==> config.mk <==
export PLATFORM = sky130hd
export DESIGN_NAME = axi4_rdrop_responder
export DESIGN_NICKNAME = d
export VERILOG_FILES = /design/src/rtl/axi_rab_pkg.sv /design/src/rtl/axi_buffer_rab.sv /design/src/rtl/axi4_rdrop_responder.sv
export SDC_FILE = /design/constraint.sdc
export NUM_CORES = 1
export LEC_CHECK = 0
export CAP_MARGIN = 40
export CORE_ASPECT_RATIO = 0.6
export CORE_MARGIN = 1.5
export CORE_UTILIZATION = 63
export CTS_BUF_LIST = sky130_fd_sc_hd__clkbuf_8 sky130_fd_sc_hd__clkbuf_16
export CTS_CLUSTER_SIZE = 20
export DETAILED_ROUTE_END_ITERATION = 12
export DONT_BUFFER_PORTS = 1
export PLACE_DENSITY = 0.77
export SLEW_MARGIN = 15
export SYNTH_ARGS = -nofsm -noshare
export SYNTH_HDL_FRONTEND = slang
export SYNTH_SLANG_ARGS = --single-unit
==> constraint.sdc <==
create_clock -name axi4_aclk -period 3.4 [get_ports axi4_aclk]
set_input_delay 0.34 -clock axi4_aclk [delete_from_list [all_inputs] [get_ports axi4_aclk]]
set_output_delay 0.34 -clock axi4_aclk [all_outputs]
set_load 0.03 [all_outputs]
==> src/rtl/axi_rab_pkg.sv <==
// Shared AXI RAB definitions: RRESP codes and the layout of a dropped-transaction entry.
package axi_rab_pkg;

    typedef enum logic [1:0] {
        RespOkay   = 2'b00,
        RespExokay = 2'b01,
        RespSlverr = 2'b10,
        RespDecerr = 2'b11
    } axi_resp_e;

    localparam int unsigned DropLenWidth = 8;

    // Drop entry is {id, len}; len occupies the low DropLenWidth bits.
    function automatic int unsigned drop_entry_width(input int unsigned id_width);
        return id_width + DropLenWidth;
    endfunction

endpackage

==> src/rtl/axi_buffer_rab.sv <==
// Small synchronous FIFO with valid/ready on both sides; ready_out is derived from the
// registered occupancy, so a pop on a full buffer frees space only from the next cycle.
module axi_buffer_rab #(
    parameter int unsigned DATA_WIDTH   = 32,
    parameter int unsigned BUFFER_DEPTH = 4
) (
    input  logic                  clk,
    input  logic                  rstn,
    output logic [DATA_WIDTH-1:0] data_out,
    output logic                  valid_out,
    input  logic                  ready_in,
    input  logic                  valid_in,
    input  logic [DATA_WIDTH-1:0] data_in,
    output logic                  ready_out
);

    localparam int unsigned PtrWidth = (BUFFER_DEPTH > 1) ? $clog2(BUFFER_DEPTH) : 1;
    localparam logic [PtrWidth:0]   CntFull = (PtrWidth + 1)'(BUFFER_DEPTH);
    localparam logic [PtrWidth-1:0] PtrLast = PtrWidth'(BUFFER_DEPTH - 1);

    logic [DATA_WIDTH-1:0] mem_q [BUFFER_DEPTH];
    logic [PtrWidth-1:0]   wr_ptr_q, rd_ptr_q;
    logic [PtrWidth:0]     count_q;
    logic                  push, pop;

    assign ready_out = (count_q != CntFull);
    assign valid_out = (count_q != '0);
    assign data_out  = mem_q[rd_ptr_q];
    assign push      = valid_in & ready_out;
    assign pop       = ready_in & valid_out;

    always_ff @(posedge clk or negedge rstn) begin
        if (!rstn) begin
            wr_ptr_q <= '0;
            rd_ptr_q <= '0;
            count_q  <= '0;
        end else begin
            if (push) begin
                wr_ptr_q <= (wr_ptr_q == PtrLast) ? '0 : wr_ptr_q + 1'b1;
            end
            if (pop) begin
                rd_ptr_q <= (rd_ptr_q == PtrLast) ? '0 : rd_ptr_q + 1'b1;
            end
            case ({push, pop})
                2'b10:   count_q <= count_q + 1'b1;
                2'b01:   count_q <= count_q - 1'b1;
                default: count_q <= count_q;
            endcase
        end
    end

    always_ff @(posedge clk) begin
        if (push) begin
            mem_q[wr_ptr_q] <= data_in;
        end
    end

endmodule

==> src/rtl/axi4_rdrop_responder.sv <==
// Injects SLVERR read bursts for dropped reads, interleaved at burst boundaries with
// genuine R traffic from the master port.
module axi4_rdrop_responder
    import axi_rab_pkg::*;
#(
    parameter int unsigned C_AXI_ID_WIDTH   = 10,
    parameter int unsigned C_AXI_DATA_WIDTH = 64,
    parameter int unsigned C_AXI_USER_WIDTH = 4,
    parameter logic [1:0]  C_DROP_RESP      = RespSlverr
) (
    input  logic                        axi4_aclk,
    input  logic                        axi4_arstn,

    input  logic [C_AXI_ID_WIDTH-1:0]   trans_id,
    input  logic [7:0]                  trans_len,
    input  logic                        trans_drop,
    output logic                        drop_ready,

    output logic [C_AXI_ID_WIDTH-1:0]   s_axi4_rid,
    output logic [C_AXI_DATA_WIDTH-1:0] s_axi4_rdata,
    output logic [1:0]                  s_axi4_rresp,
    output logic                        s_axi4_rlast,
    output logic [C_AXI_USER_WIDTH-1:0] s_axi4_ruser,
    output logic                        s_axi4_rvalid,
    input  logic                        s_axi4_rready,

    input  logic [C_AXI_ID_WIDTH-1:0]   m_axi4_rid,
    input  logic [C_AXI_DATA_WIDTH-1:0] m_axi4_rdata,
    input  logic [1:0]                  m_axi4_rresp,
    input  logic                        m_axi4_rlast,
    input  logic [C_AXI_USER_WIDTH-1:0] m_axi4_ruser,
    input  logic                        m_axi4_rvalid,
    output logic                        m_axi4_rready
);

    localparam int unsigned EntryWidth = drop_entry_width(C_AXI_ID_WIDTH);

    typedef enum logic [0:0] {StIdle, StDrop} state_e;

    state_e                    state_q;
    logic [DropLenWidth-1:0]   beat_cnt_q;
    logic                      m_burst_active_q;

    logic [EntryWidth-1:0]     fifo_data;
    logic                      fifo_valid;
    logic                      fifo_pop;
    logic [C_AXI_ID_WIDTH-1:0] fifo_id;
    logic [DropLenWidth-1:0]   fifo_len;
    logic                      drop_last;
    logic                      m_hs;

    axi_buffer_rab #(
        .DATA_WIDTH   (EntryWidth),
        .BUFFER_DEPTH (4)
    ) u_drop_fifo (
        .clk       (axi4_aclk),
        .rstn      (axi4_arstn),
        .data_out  (fifo_data),
        .valid_out (fifo_valid),
        .ready_in  (fifo_pop),
        .valid_in  (trans_drop),
        .data_in   ({trans_id, trans_len}),
        .ready_out (drop_ready)
    );

    assign fifo_id   = fifo_data[EntryWidth-1 -: C_AXI_ID_WIDTH];
    assign fifo_len  = fifo_data[DropLenWidth-1:0];
    // Equality compare: len=255 yields 256 beats without a wrapping counter.
    assign drop_last = (beat_cnt_q == fifo_len);
    assign fifo_pop  = (state_q == StDrop) & s_axi4_rready & drop_last;
    assign m_hs      = m_axi4_rvalid & m_axi4_rready;

    always_ff @(posedge axi4_aclk or negedge axi4_arstn) begin
        if (!axi4_arstn) begin
            state_q          <= StIdle;
            beat_cnt_q       <= '0;
            m_burst_active_q <= 1'b0;
        end else begin
            if (m_hs) begin
                m_burst_active_q <= ~m_axi4_rlast;
            end
            case (state_q)
                StIdle: begin
                    if (fifo_valid && !m_axi4_rvalid && !m_burst_active_q) begin
                        state_q <= StDrop;
                    end
                end
                StDrop: begin
                    if (s_axi4_rready) begin
                        if (drop_last) begin
                            beat_cnt_q <= '0;
                            state_q    <= StIdle;
                        end else begin
                            beat_cnt_q <= beat_cnt_q + 1'b1;
                        end
                    end
                end
                default: state_q <= StIdle;
            endcase
        end
    end

    always_comb begin
        s_axi4_rid    = m_axi4_rid;
        s_axi4_rdata  = m_axi4_rdata;
        s_axi4_rresp  = m_axi4_rresp;
        s_axi4_rlast  = m_axi4_rlast;
        s_axi4_ruser  = m_axi4_ruser;
        s_axi4_rvalid = m_axi4_rvalid;
        m_axi4_rready = s_axi4_rready;
        if (state_q == StDrop) begin
            s_axi4_rid    = fifo_id;
            s_axi4_rdata  = '0;
            s_axi4_rresp  = C_DROP_RESP;
            s_axi4_rlast  = drop_last;
            s_axi4_ruser  = '0;
            s_axi4_rvalid = 1'b1;
            m_axi4_rready = 1'b0;
        end
    end

endmodule

==> key figures <==
Global route
  – Largest net degree at the start of global routing: 64
  – Grt ovf: 0
  – Vias in the first global route: 2,243
  – Global Route Usage Sum: 0.231
  – Initial antenna violation count: 0
  – First-pass GRT wire length: 11.9 mm

Setup path
  – First element of the critical path: u_drop_fifo.rd_ptr_q[0]
  – Critical path type: reg -> reg
  – Crit path largest cell delay: 0.56 ns
  – Startpoint Class: register
  – R2R Path End: u_drop_fifo.count_q[2]
  – Crit. End Element: register
  – CP most frequent cell: xor2_1
  – Critical Path Sink: u_drop_fifo.count_q[2]
  – R2R depth: 11
  – Slowest-stage cell, CP: mux4_2
  – Reg2Reg Setup Slack: 0.25 ns
  – Arrival time worst endpoint: 3.43 ns
  – CP required: 3.68 ns
  – Worst Path Max Fanout: 21
  – Worst r2r src: u_drop_fifo.rd_ptr_q[0]
  – CP cell instances: buf_12 > mux4_2 > xnor2_1 > nand4_2 > nor4_4 > ha_1 > inv_1 > fa_1 > xor2_1 > nor2_1 > xor2_1

Placement
  – Post-Place Cells: 363
  – Port bufs: 0
  – Placement Setup Slack: 0.239 ns
  – Detailed Place HPWL: 5.85 mm
  – Final Wtd Congestion: 0.846

Logic synthesis
  – Adder-Cell Fraction of Synth Area: 0.0255
  – Simple logic cell fraction of the synthesized area: 0.156
  – Share of the synthesized area in the top cell type: 0.513
  – Post-Syn Area: 0.00421 mm2
  – Mux cell area share after synthesis: 0.136
  – Post-synth EDFFs: 72
  – Cell taking the most area after synthesis: edfxtp_1
  – Mapped Avg Cell Area: 14.8 um2
  – Post-Synth XOR/XNOR Area: 0.0330
  – Largest family of logic cells by synthesized area: simple AND/OR/NAND/NOR gates
  – Synth Instances: 285
  – Compound-Gate Fraction of Synth Area: 0.0169
  – Yosys reg bits: 89
  – Mapped Nets: 397
  – Register area share after synthesis: 0.614
  – Largest cells by area after synthesis: edfxtp_1, nor2b_1, dfrtp_1, mux4_2, mux2_2
  – Post-synth ARST share: 0.191
  – Synth warn: 0
  – Post-synth top flop: edfxtp_1
  – Netlist cell types: 34

Timing
  – Fmax: 317 MHz
  – Fin worst setup slack: 0.250 ns
  – Hold Fails Final Rpt: 0
  – Final Skew: 0.00837 ns
  – RSZ-0062 raised after global routing: false
  – Tmin final: 3.15 ns
  – Setup TNS: 0 ns
  – Crit share post-route: 0.926
  – Max-slew violations: 0
  – Setup-failing EPs final: 0
  – Slew margin rel.: 0.561
  – Slew @ Worst Pin: 0.657 ns

Floorplanning
  – Die footprint: 0.00720 mm2
  – Std-Cell Rows: 22
  – Die W: 109 um
  – IO Pins: 188
  – Core area: 0.00628 mm2
  – Die height: 66.4 um
  – Initial core utilization: 0.671

Worst hold path
  – Hold crit path type: in -> reg

Power
  – Static leakage: 1.57 nW
  – Final Power: 3.41 mW
  – Peak VDD IR: 350 uV
  – PwrDens: 736 mW/mm2

Clocking
  – Num CTS Buffers: 9
  – H-Tree Depth: 3
  – Reg clk slew, reported paths: 0.09 ns
  – Root buf cell: clkbuf_8
  – Worst skew pair latency: 0.36 ns
  – Longest Clk Path Bufs: 2
  – Clock Sinks: 89
  – TritonCTS clock tree: yes

Routing
  – # DRC: 0
  – Drt wl/cell: 21.2 um
  – First drt pass iteration count: 6
  – DR WL met2: 3.95 mm
  – Vias per inst: 6.08
  – ANT nets after route: 0
  – Met3 Wirelength: 599 um
  – DRT Wirelength: 8.06 mm
  – Vias post-DR: 2,318
  – Wl on met1: 3.43 mm
  – Top layer used by detailed routing: met4
  – Initial drt markers: 96

Finish
  – # diodes: 0
  – Nets: 404
  – Layout cells sized above 1: 0.209
  – Area growth, synth to finish: 9.86%
  – Post-route non-filler standard cell count: 381

Flow run
  – MaxCap Viol Count: 0

Outcome
  – Status: complete, no violations
-- logic make-up (layout without fill, tap and decap cells) --
family          Yosys count  in the layout
flops                    89             89
compound gates           13             13
simple gates            108            108
mux                      33             33
fa+ha+maj                 8              8
buf+inv                  19             31
xor+xnor                 15             15
-- cell usage in the layout (no fill, tap or decap), types with 2 or more instances in the layout --
cell type,instances
buf_4,3
nor2b_1,71
nor2_1,5
edfxtp_1,72
and3_1,4
bufinv_16,3
xnor2_1,10
xor2_1,4
mux4_2,18
nand3_1,4
nand2_1,11
clkbuf_8,9
nor3_1,4
ha_1,7
o21ai_1,4
or2_2,2
buf_8,5
dfrtp_1,15
a21oi_1,5
inv_6,2
mux2_1,2
mux2_2,12
nand4_2,2
dfrtp_2,2
inv_1,6
-- power by group --
| part | switching (mW) | leakage, nW | internal, mW | total (mW) |
|---|---|---|---|---|
| clock | 0.367 | 0.125 | 0.489 | 0.857 |
| sequential | 0.146 | 0.861 | 1.44 | 1.59 |
| combinational | 0.567 | 0.584 | 0.393 | 0.959 |
| total | 1.08 | 1.57 | 2.33 | 3.41 |
-- synth_stat cells (2+ instances only) --
| cell | count |
|---|---|
| a21oi_1 | 5 |
| buf_1 | 3 |
| mux4_2 | 18 |
| nand2_1 | 11 |
| mux2_1 | 2 |
| xnor2_1 | 10 |
| o21ai_1 | 4 |
| nor2_1 | 5 |
| edfxtp_1 | 72 |
| ha_1 | 7 |
| xor2_1 | 4 |
| or2_2 | 2 |
| inv_1 | 5 |
| dfrtp_1 | 17 |
| and3_1 | 4 |
| nand3_1 | 4 |
| nand4_2 | 2 |
| mux2_2 | 12 |
| nor2b_1 | 71 |
| clkbuf_1 | 10 |
| nor3_1 | 4 |
-- per-layer routing --
metal	GRT usage	vias up
met1	0.314	1151
li1	-	1042
met3	0.0788	12
met5	0	-
met4	0.0592	0
met2	0.360	113
-- flip-flops by register name, summed over array words and instances (netlist names) --
name / cells
beat_cnt_q: 8
m_burst_active_q: 1
state_q: 1
u_drop_fifo.count_q: 3
u_drop_fifo.mem_q: 72
u_drop_fifo.rd_ptr_q: 2
u_drop_fifo.wr_ptr_q: 2
-- through the flow --
| step | utilization | cell area, um2 | hold WS, ns |
|---|---|---|---|
| after floorplan | - | 4210 | 0.0444 |
| after global placement | 0.686 | 4300 | 0.0451 |
| after detailed placement | 0.695 | 4360 | 0.0453 |
| after CTS | 0.735 | 4610 | 0.0604 |
| after global routing | 0.738 | 4630 | 0.0499 |
| final | 0.738 | 4630 | 0.0731 |
-- timing repair --
item | 4_1_cts | 5_1_grt
endpoints found under the setup margin | 0 | 1
setup buffers | 0 | 0
resized for setup | 0 | 1
hold endpoints to repair | 17 | 0
hold buffers | 1 | 0
-- critical path: cells and delay by family, from the launching register on --
family                     cells  cell delay [ns]
buffers and inverters          2             0.27
and+or+nand+nor                3             0.76
xor gates and xnor gates       3             0.50
muxes                          1             0.56
DFF                            1             0.38
adders and majority gates      2             0.61
-- final cells by class --
cell class | instances | area (um2)
Tap cell | 84 | 105
Sequential cell | 89 | 2590
Fill cell | 405 | 1650
Timing Repair Buffer | 10 | 128
Clock buffer | 9 | 124
Multi-Input combinational cell | 177 | 1550
Inverter | 5 | 18.8
Clock inverter | 7 | 116
-- worst min path at each step --
stage / startpoint / end / slack (ns) / cells after the start
detailed placement: axi4_arstn / beat_cnt_q[2] / 0.05 / 0
global placement: axi4_arstn / beat_cnt_q[0] / 0.05 / 0
CTS: trans_len[1] / u_drop_fifo.mem_q[0][1] / 0.06 / 0
floorplan: axi4_arstn / beat_cnt_q[0] / 0.04 / 0
finish: trans_len[1] / u_drop_fifo.mem_q[3][1] / 0.07 / 0
global route: trans_id[8] / u_drop_fifo.mem_q[1][16] / 0.05 / 0
No activity file was read; power rests on OpenSTA's default activity.
